## src/rtl/instruction_fetch_pkg.sv

```systemverilog
// uDLX IF stage shared definitions.
// Fetch FSM encodings and the decoder NOP word.
package instruction_fetch_pkg;

  typedef enum logic [1:0] {
    S_REQ  = 2'd0,
    S_WAIT = 2'd1,
    S_HOLD = 2'd2
  } if_state_t;

  localparam logic [31:0] NOP_INSTRUCTION = 32'h0000_0000;

endpackage

```

## src/rtl/instruction_fetch_pc_register.sv

```systemverilog
// uDLX IF stage program counter.
// Holds the PC, applies redirects and sequential increments.
module instruction_fetch_pc_register #(
  parameter int                  PC_WIDTH       = 32,
  parameter logic [PC_WIDTH-1:0] PC_RESET_VALUE = '0,
  parameter int                  PC_INCREMENT   = 4
) (
  input  logic                clk,
  input  logic                rst,
  input  logic                redirect_en_in,
  input  logic [PC_WIDTH-1:0] redirect_pc_in,
  input  logic                inc_en_in,
  output logic [PC_WIDTH-1:0] pc_out
);

  logic [PC_WIDTH-1:0] pc_q;
  logic [PC_WIDTH-1:0] pc_d;

  // Redirect wins over increment; the add wraps naturally.
  always_comb begin
    pc_d = pc_q;
    if (redirect_en_in) begin
      pc_d = redirect_pc_in;
    end else if (inc_en_in) begin
      pc_d = pc_q + PC_WIDTH'(PC_INCREMENT);
    end
  end

  // PC storage with synchronous reset.
  always_ff @(posedge clk) begin
    if (rst) begin
      pc_q <= PC_RESET_VALUE;
    end else begin
      pc_q <= pc_d;
    end
  end

  assign pc_out = pc_q;

endmodule

```

## src/rtl/instruction_fetch.sv

```systemverilog
// uDLX IF stage: PC, memory handshake, IF/ID register.
// Squash tracks a request whose data must be dropped.
module instruction_fetch
  import instruction_fetch_pkg::*;
#(
  parameter int                  INSTRUCTION_WIDTH = 32,
  parameter int                  PC_WIDTH          = 32,
  parameter logic [PC_WIDTH-1:0] PC_RESET_VALUE    = '0,
  parameter int                  PC_INCREMENT      = 4
) (
  input  logic                         clk,
  input  logic                         rst,
  input  logic                         stall_in,
  input  logic                         redirect_en_in,
  input  logic [PC_WIDTH-1:0]          redirect_pc_in,
  output logic                         inst_mem_rd_en_out,
  output logic [PC_WIDTH-1:0]          inst_mem_addr_out,
  input  logic                         inst_mem_ack_in,
  input  logic [INSTRUCTION_WIDTH-1:0] inst_mem_data_in,
  output logic [INSTRUCTION_WIDTH-1:0] instruction_out,
  output logic [PC_WIDTH-1:0]          pc_out,
  output logic                         inst_valid_out
);

  localparam logic [INSTRUCTION_WIDTH-1:0] NOP =
    INSTRUCTION_WIDTH'(NOP_INSTRUCTION);

  if_state_t                    state_q, state_d;
  logic                         squash_q, squash_d;
  logic [PC_WIDTH-1:0]          squash_addr_q, squash_addr_d;
  logic [INSTRUCTION_WIDTH-1:0] instr_q, instr_d;
  logic [PC_WIDTH-1:0]          pc_out_q, pc_out_d;
  logic                         valid_q, valid_d;
  logic [INSTRUCTION_WIDTH-1:0] hold_instr_q, hold_instr_d;
  logic [PC_WIDTH-1:0]          hold_pc_q, hold_pc_d;

  logic [PC_WIDTH-1:0] pc;
  logic                fetching;
  logic                ack;
  logic                pc_inc;

  assign fetching = (state_q != S_HOLD);
  assign ack      = fetching && inst_mem_ack_in;
  assign pc_inc   = ack && !squash_q;

  assign inst_mem_rd_en_out = fetching && !rst;
  assign inst_mem_addr_out  = squash_q ? squash_addr_q : pc;

  instruction_fetch_pc_register #(
    .PC_WIDTH       (PC_WIDTH),
    .PC_RESET_VALUE (PC_RESET_VALUE),
    .PC_INCREMENT   (PC_INCREMENT)
  ) u_pc (
    .clk            (clk),
    .rst            (rst),
    .redirect_en_in (redirect_en_in),
    .redirect_pc_in (redirect_pc_in),
    .inc_en_in      (pc_inc),
    .pc_out         (pc)
  );

  // Next-state: redirect, then accept, then hold drain, then wait.
  always_comb begin
    state_d       = state_q;
    squash_d      = squash_q;
    squash_addr_d = squash_addr_q;
    instr_d       = instr_q;
    pc_out_d      = pc_out_q;
    valid_d       = valid_q;
    hold_instr_d  = hold_instr_q;
    hold_pc_d     = hold_pc_q;
    if (redirect_en_in) begin
      instr_d      = NOP;
      valid_d      = 1'b0;
      hold_instr_d = '0;
      hold_pc_d    = '0;
      state_d      = S_REQ;
      squash_d     = 1'b0;
      if (fetching && !inst_mem_ack_in) begin
        state_d       = S_WAIT;
        squash_d      = 1'b1;
        squash_addr_d = inst_mem_addr_out;
      end
    end else if (ack) begin
      state_d = S_REQ;
      if (squash_q) begin
        squash_d = 1'b0;
        if (!stall_in) begin
          instr_d = NOP;
          valid_d = 1'b0;
        end
      end else if (stall_in) begin
        hold_instr_d = inst_mem_data_in;
        hold_pc_d    = pc;
        state_d      = S_HOLD;
      end else begin
        instr_d  = inst_mem_data_in;
        pc_out_d = pc;
        valid_d  = 1'b1;
      end
    end else if (state_q == S_HOLD) begin
      if (!stall_in) begin
        instr_d  = hold_instr_q;
        pc_out_d = hold_pc_q;
        valid_d  = 1'b1;
        state_d  = S_REQ;
      end
    end else begin
      state_d = S_WAIT;
      if (!stall_in) begin
        instr_d = NOP;
        valid_d = 1'b0;
      end
    end
  end

  // State and IF/ID registers; reset drops an in-flight request.
  always_ff @(posedge clk) begin
    if (rst) begin
      state_q       <= S_REQ;
      squash_q      <= (state_q == S_WAIT);
      squash_addr_q <= PC_RESET_VALUE;
      instr_q       <= NOP;
      pc_out_q      <= '0;
      valid_q       <= 1'b0;
      hold_instr_q  <= '0;
      hold_pc_q     <= '0;
    end else begin
      state_q       <= state_d;
      squash_q      <= squash_d;
      squash_addr_q <= squash_addr_d;
      instr_q       <= instr_d;
      pc_out_q      <= pc_out_d;
      valid_q       <= valid_d;
      hold_instr_q  <= hold_instr_d;
      hold_pc_q     <= hold_pc_d;
    end
  end

  assign instruction_out = instr_q;
  assign pc_out          = pc_out_q;
  assign inst_valid_out  = valid_q;

endmodule

```

## config.mk

```make
export PLATFORM = sky130hd
export DESIGN_NAME = instruction_fetch
export DESIGN_NICKNAME = d
export VERILOG_FILES = /design/src/rtl/instruction_fetch_pkg.sv /design/src/rtl/instruction_fetch_pc_register.sv /design/src/rtl/instruction_fetch.sv
export SDC_FILE = /design/constraint.sdc
export NUM_CORES = 1
export LEC_CHECK = 0
export ABC_AREA = 1
export BUFFER_PORTS_ARGS = -buffer_cell sky130_fd_sc_hd__buf_2
export CORE_UTILIZATION = 50
export CTS_CLUSTER_SIZE = 30
export DETAILED_ROUTE_END_ITERATION = 16
export PLACE_DENSITY = 0.76
export SYNTH_ARGS = -nofsm -noshare
export SYNTH_HDL_FRONTEND = slang
export SYNTH_SLANG_ARGS = --single-unit
```

## constraint.sdc

```tcl
create_clock -name clk -period 1.47 [get_ports clk]
set_clock_uncertainty 0.1 [all_clocks]
set_input_delay 0.294 -clock clk [delete_from_list [all_inputs] [get_ports clk]]
set_output_delay 0.294 -clock clk [all_outputs]
set_load 0.01 [all_outputs]
```

==> results.cfg <==
[min_path]
whs_endpoint = hold_instr_q[31]
hp-start = inst_mem_data_in[31]
hold_class = in2reg
hold_path_depth = 3

[detailed_routing]
antenna_left = 0
wl_per_cell_um = 20.3
first_pass_iters = 6
dr_total_vias = 10500
avgViaCountPerCell = 6.03
drtIter0Drc = 1174
remaining_drc_errors = 0
wl_mm = 35.5

[sta]
slew_violations = 0
fin_tns_setup_ns = -76.64
rsz0062_at_grt = true
period_share = 1.36
worst_slew_pin_slew_ns = 0.415
setup_viol = 227
holdWs_ns = 0.00500
timing.slew.headroom = 0.723
finalCriticalPeriod_ns = 2.00
fin_ws_ns = -0.527
hold_viol_final = 0
max_freq_mhz = 501

[global_routing]
grt_max_degree = 51
antenna_found_initial = 0
grt_pass1_wl_mm = 51.9
grt_usage = 0.371
first_global_vias = 9868
grt-ovfl-total = 0

[placement]
pre_cts_ws_ns = -0.203
dp_hpwl_mm = 16.7
finalWeightedCongestion = 0.924
numPortBuffers = 166

[logic_synthesis]
synth_top_family_by_area = simple AND/OR/NAND/NOR gates
synth.distinct_cells = 33
mappedNetlistArea_sq_mm = 0.00879
synthesis.nets = 1344
ys_ff_latch = 196
ys_seq_area_frac = 0.448
synthAdderAreaFrac = 0.00142
synth-xor-area-share = 0.0120
syn_avg_cell_area_sq_um = 6.90
netlist_instances = 1274
synth_mux_area_frac = 0
yosysWarnings = 0
synth-simple-area-share = 0.235
synth_compound_area_frac = 0.216

[setup_path]
crit_family = buffers and inverters
reg2reg_depth = 10
critPathMaxStageDelay_ns = 0.43
cp_max_fo = 10
ff2ff_setup_slack_ns = -0.50
regToRegStartpoint = squash_q
r2r_end = u_pc.pc_out[11]
endpoint_kind = primary output
required_ns = 1.08
path_cells = buf_6 -> buf_16 -> o21ai_2 -> buf_2
crit_arrival_ns = 1.60
slowest_stage = edfxtp_1
startpoint_type = flip-flop
path_buf_inv = 3
setup.worst_path.class = reg2out

[power_and_ir_drop]
peakVddDrop_v = 0.000947
p_per_area_mw_per_mm2 = 1050
p_leak_uw = 0.00559

[floorplan]
rows = 48
start_util = 0.510
die_w_um = 135
die_area_sq_mm = 0.0181
ios = 167
die_h_um = 135
coreArea_sq_mm = 0.0172

[clock_tree]
clockBufferDepth = 2
root_buffer = clkbuf_16
cts_tree = yes
clkLatencyLatePin_ns = 0.45
cts_hold_buf = 0
htreeDepth = 4
path_clk_slew_ns = 0.08
cts_sinks = 196
numCtsBuffers = 17

[outcome]
violations = negative setup slack
status = finished, violations left

[cells_and_area]
final_util = 0.757
syn2layout_area_growth_pct = 48.6
drive_gt1_frac = 0.325
fin_nets = 1580

[job]
maxCapViolations = 0
## metrics by stage
stage | std cells | power [uW] | area [sq um]
2_1_floorplan | 1274 | 6810 | 8800
3_3_place_gp | 1660 | 7500 | 10300
3_5_place_dp | 1660 | 7540 | 10300
4_1_cts | 1741 | 13200 | 12700
5_1_grt | 1748 | 14000 | 13000
6_report | 1750 | 13700 | 13100
## how the worst max path moves through the flow
| stage | from | to | slack (ns) | depth (start not counted) |
|---|---|---|---|---|
| finish | squash_q | inst_mem_addr_out[12] | -0.53 | 4 |
| global route | squash_q | instruction_out[25] | -0.57 | 11 |
| CTS | squash_q | inst_mem_addr_out[6] | -0.46 | 4 |
| detailed placement | u_pc.pc_out[11] | u_pc.pc_out[15] | -0.20 | 7 |
| global placement | u_pc.pc_out[11] | u_pc.pc_out[15] | -0.18 | 7 |
| floorplan | u_pc.pc_out[2] | u_pc.pc_out[12] | -0.006 | 8 |
## Yosys cell counts (all sizes together)
| library cell | number | share of area |
|---|---|---|
| ha | 1 | 0.0014 |
| inv | 102 | 0.044 |
| nand3 | 34 | 0.021 |
| or2 | 1 | 0.00071 |
| clkinv | 1 | 0.00043 |
| a21oi | 124 | 0.071 |
| a31oi | 3 | 0.0021 |
| nor3 | 4 | 0.0023 |
| nand2 | 276 | 0.12 |
| clkbuf | 48 | 0.021 |
| nand3b | 1 | 0.00085 |
| nor2 | 187 | 0.088 |
| buf | 32 | 0.023 |
| o21ai | 248 | 0.14 |
| edfxtp | 1 | 0.0034 |
| a22oi | 1 | 0.00085 |
| xor2 | 12 | 0.012 |
| a211oi | 1 | 0.00085 |
| dfxtp | 195 | 0.44 |
| nor3b | 2 | 0.0017 |
## final cells by class
| type | count | area, sq um |
|---|---|---|
| multi-input cells | 895 | 4840 |
| fillers | 1053 | 4180 |
| flip-flops and latches | 196 | 3940 |
| repair buffers | 297 | 2940 |
| clock buffers | 17 | 425 |
| inverters | 103 | 422 |
| well taps | 225 | 282 |
| clock inverters | 15 | 206 |
| diodes | 2 | 5.00 |
## registers in the layout (all words and copies together), names as in the netlist, named ones only
name,cells
hold_instr_q,32
hold_pc_q,32
instruction_out,32
pc_out,32
squash_addr_q,32
squash_q,1
state_q,2
u_pc.pc_out,32
## placed cells by master, fill, tap and decap left out, types with 3 or more instances in the layout
| cell | instances |
|---|---|
| o21ai_2 | 56 |
| a21oi_2 | 10 |
| o21ai_4 | 24 |
| dfxtp_1 | 193 |
| inv_1 | 92 |
| o21ai_0 | 132 |
| clkbuf_16 | 18 |
| buf_6 | 38 |
| buf_4 | 59 |
| nor2_1 | 163 |
| nor2_4 | 13 |
| bufbuf_16 | 6 |
| clkinv_4 | 3 |
| nor3_1 | 3 |
| nor2_2 | 10 |
| buf_12 | 22 |
| nand2_2 | 20 |
| a31oi_1 | 3 |
| inv_4 | 3 |
| inv_2 | 4 |
| clkinv_8 | 3 |
| a21oi_1 | 114 |
| o21ai_1 | 36 |
| inv_6 | 3 |
| buf_2 | 145 |
| nand3_1 | 31 |
| inv_8 | 6 |
| nand2_4 | 13 |
| nand2_1 | 241 |
| buf_16 | 23 |
| xor2_1 | 12 |
| buf_8 | 3 |
## worst register-to-register path, cell delays in order (launching register included)
cell and delay, ns:
edfxtp_1 0.39, buf_6 0.21, buf_6 0.13, inv_4 0.04, nand2_8 0.09, buf_6 0.12
nand2_8 0.08, bufbuf_16 0.29, o21ai_1 0.16, inv_1 0.08, a21oi_1 0.18
## power breakdown
| group | internal, uW | leakage (uW) | switching [uW] |
|---|---|---|---|
| Clock | 2620 | 0.000309 | 2430 |
| Sequential | 5570 | 0.00160 | 179 |
| Combinational | 1250 | 0.00368 | 1610 |
## cell families after synthesis
| family | Yosys count |
|---|---|
| AND/OR/NAND/NOR | 505 |
| AO/OA/AOI/OAI | 377 |
| flip-flops | 196 |
| buffers and inverters | 183 |
| XOR/XNOR | 12 |
| adder cells (fa/ha/maj) | 1 |
## routing by layer
layer	track usage	part of all wire	up-vias	wire length, um
met5	0	0	-	0
met2	0.593	0.46	830	16300
met3	0.0818	0.11	217	3830
li1	-	-	4612	-
met1	0.457	0.37	4885	13100
met4	0.229	0.062	0	2200
## repair_timing
item                                    CTS  global route
endpoints found under the setup margin  152           226
pin swaps                                32            10
gates resized for setup                 297            73
endpoints found under the hold margin     0             0
gates cloned                             28             1
buffers inserted                         22             7
(Power assumes the default switching activity.)
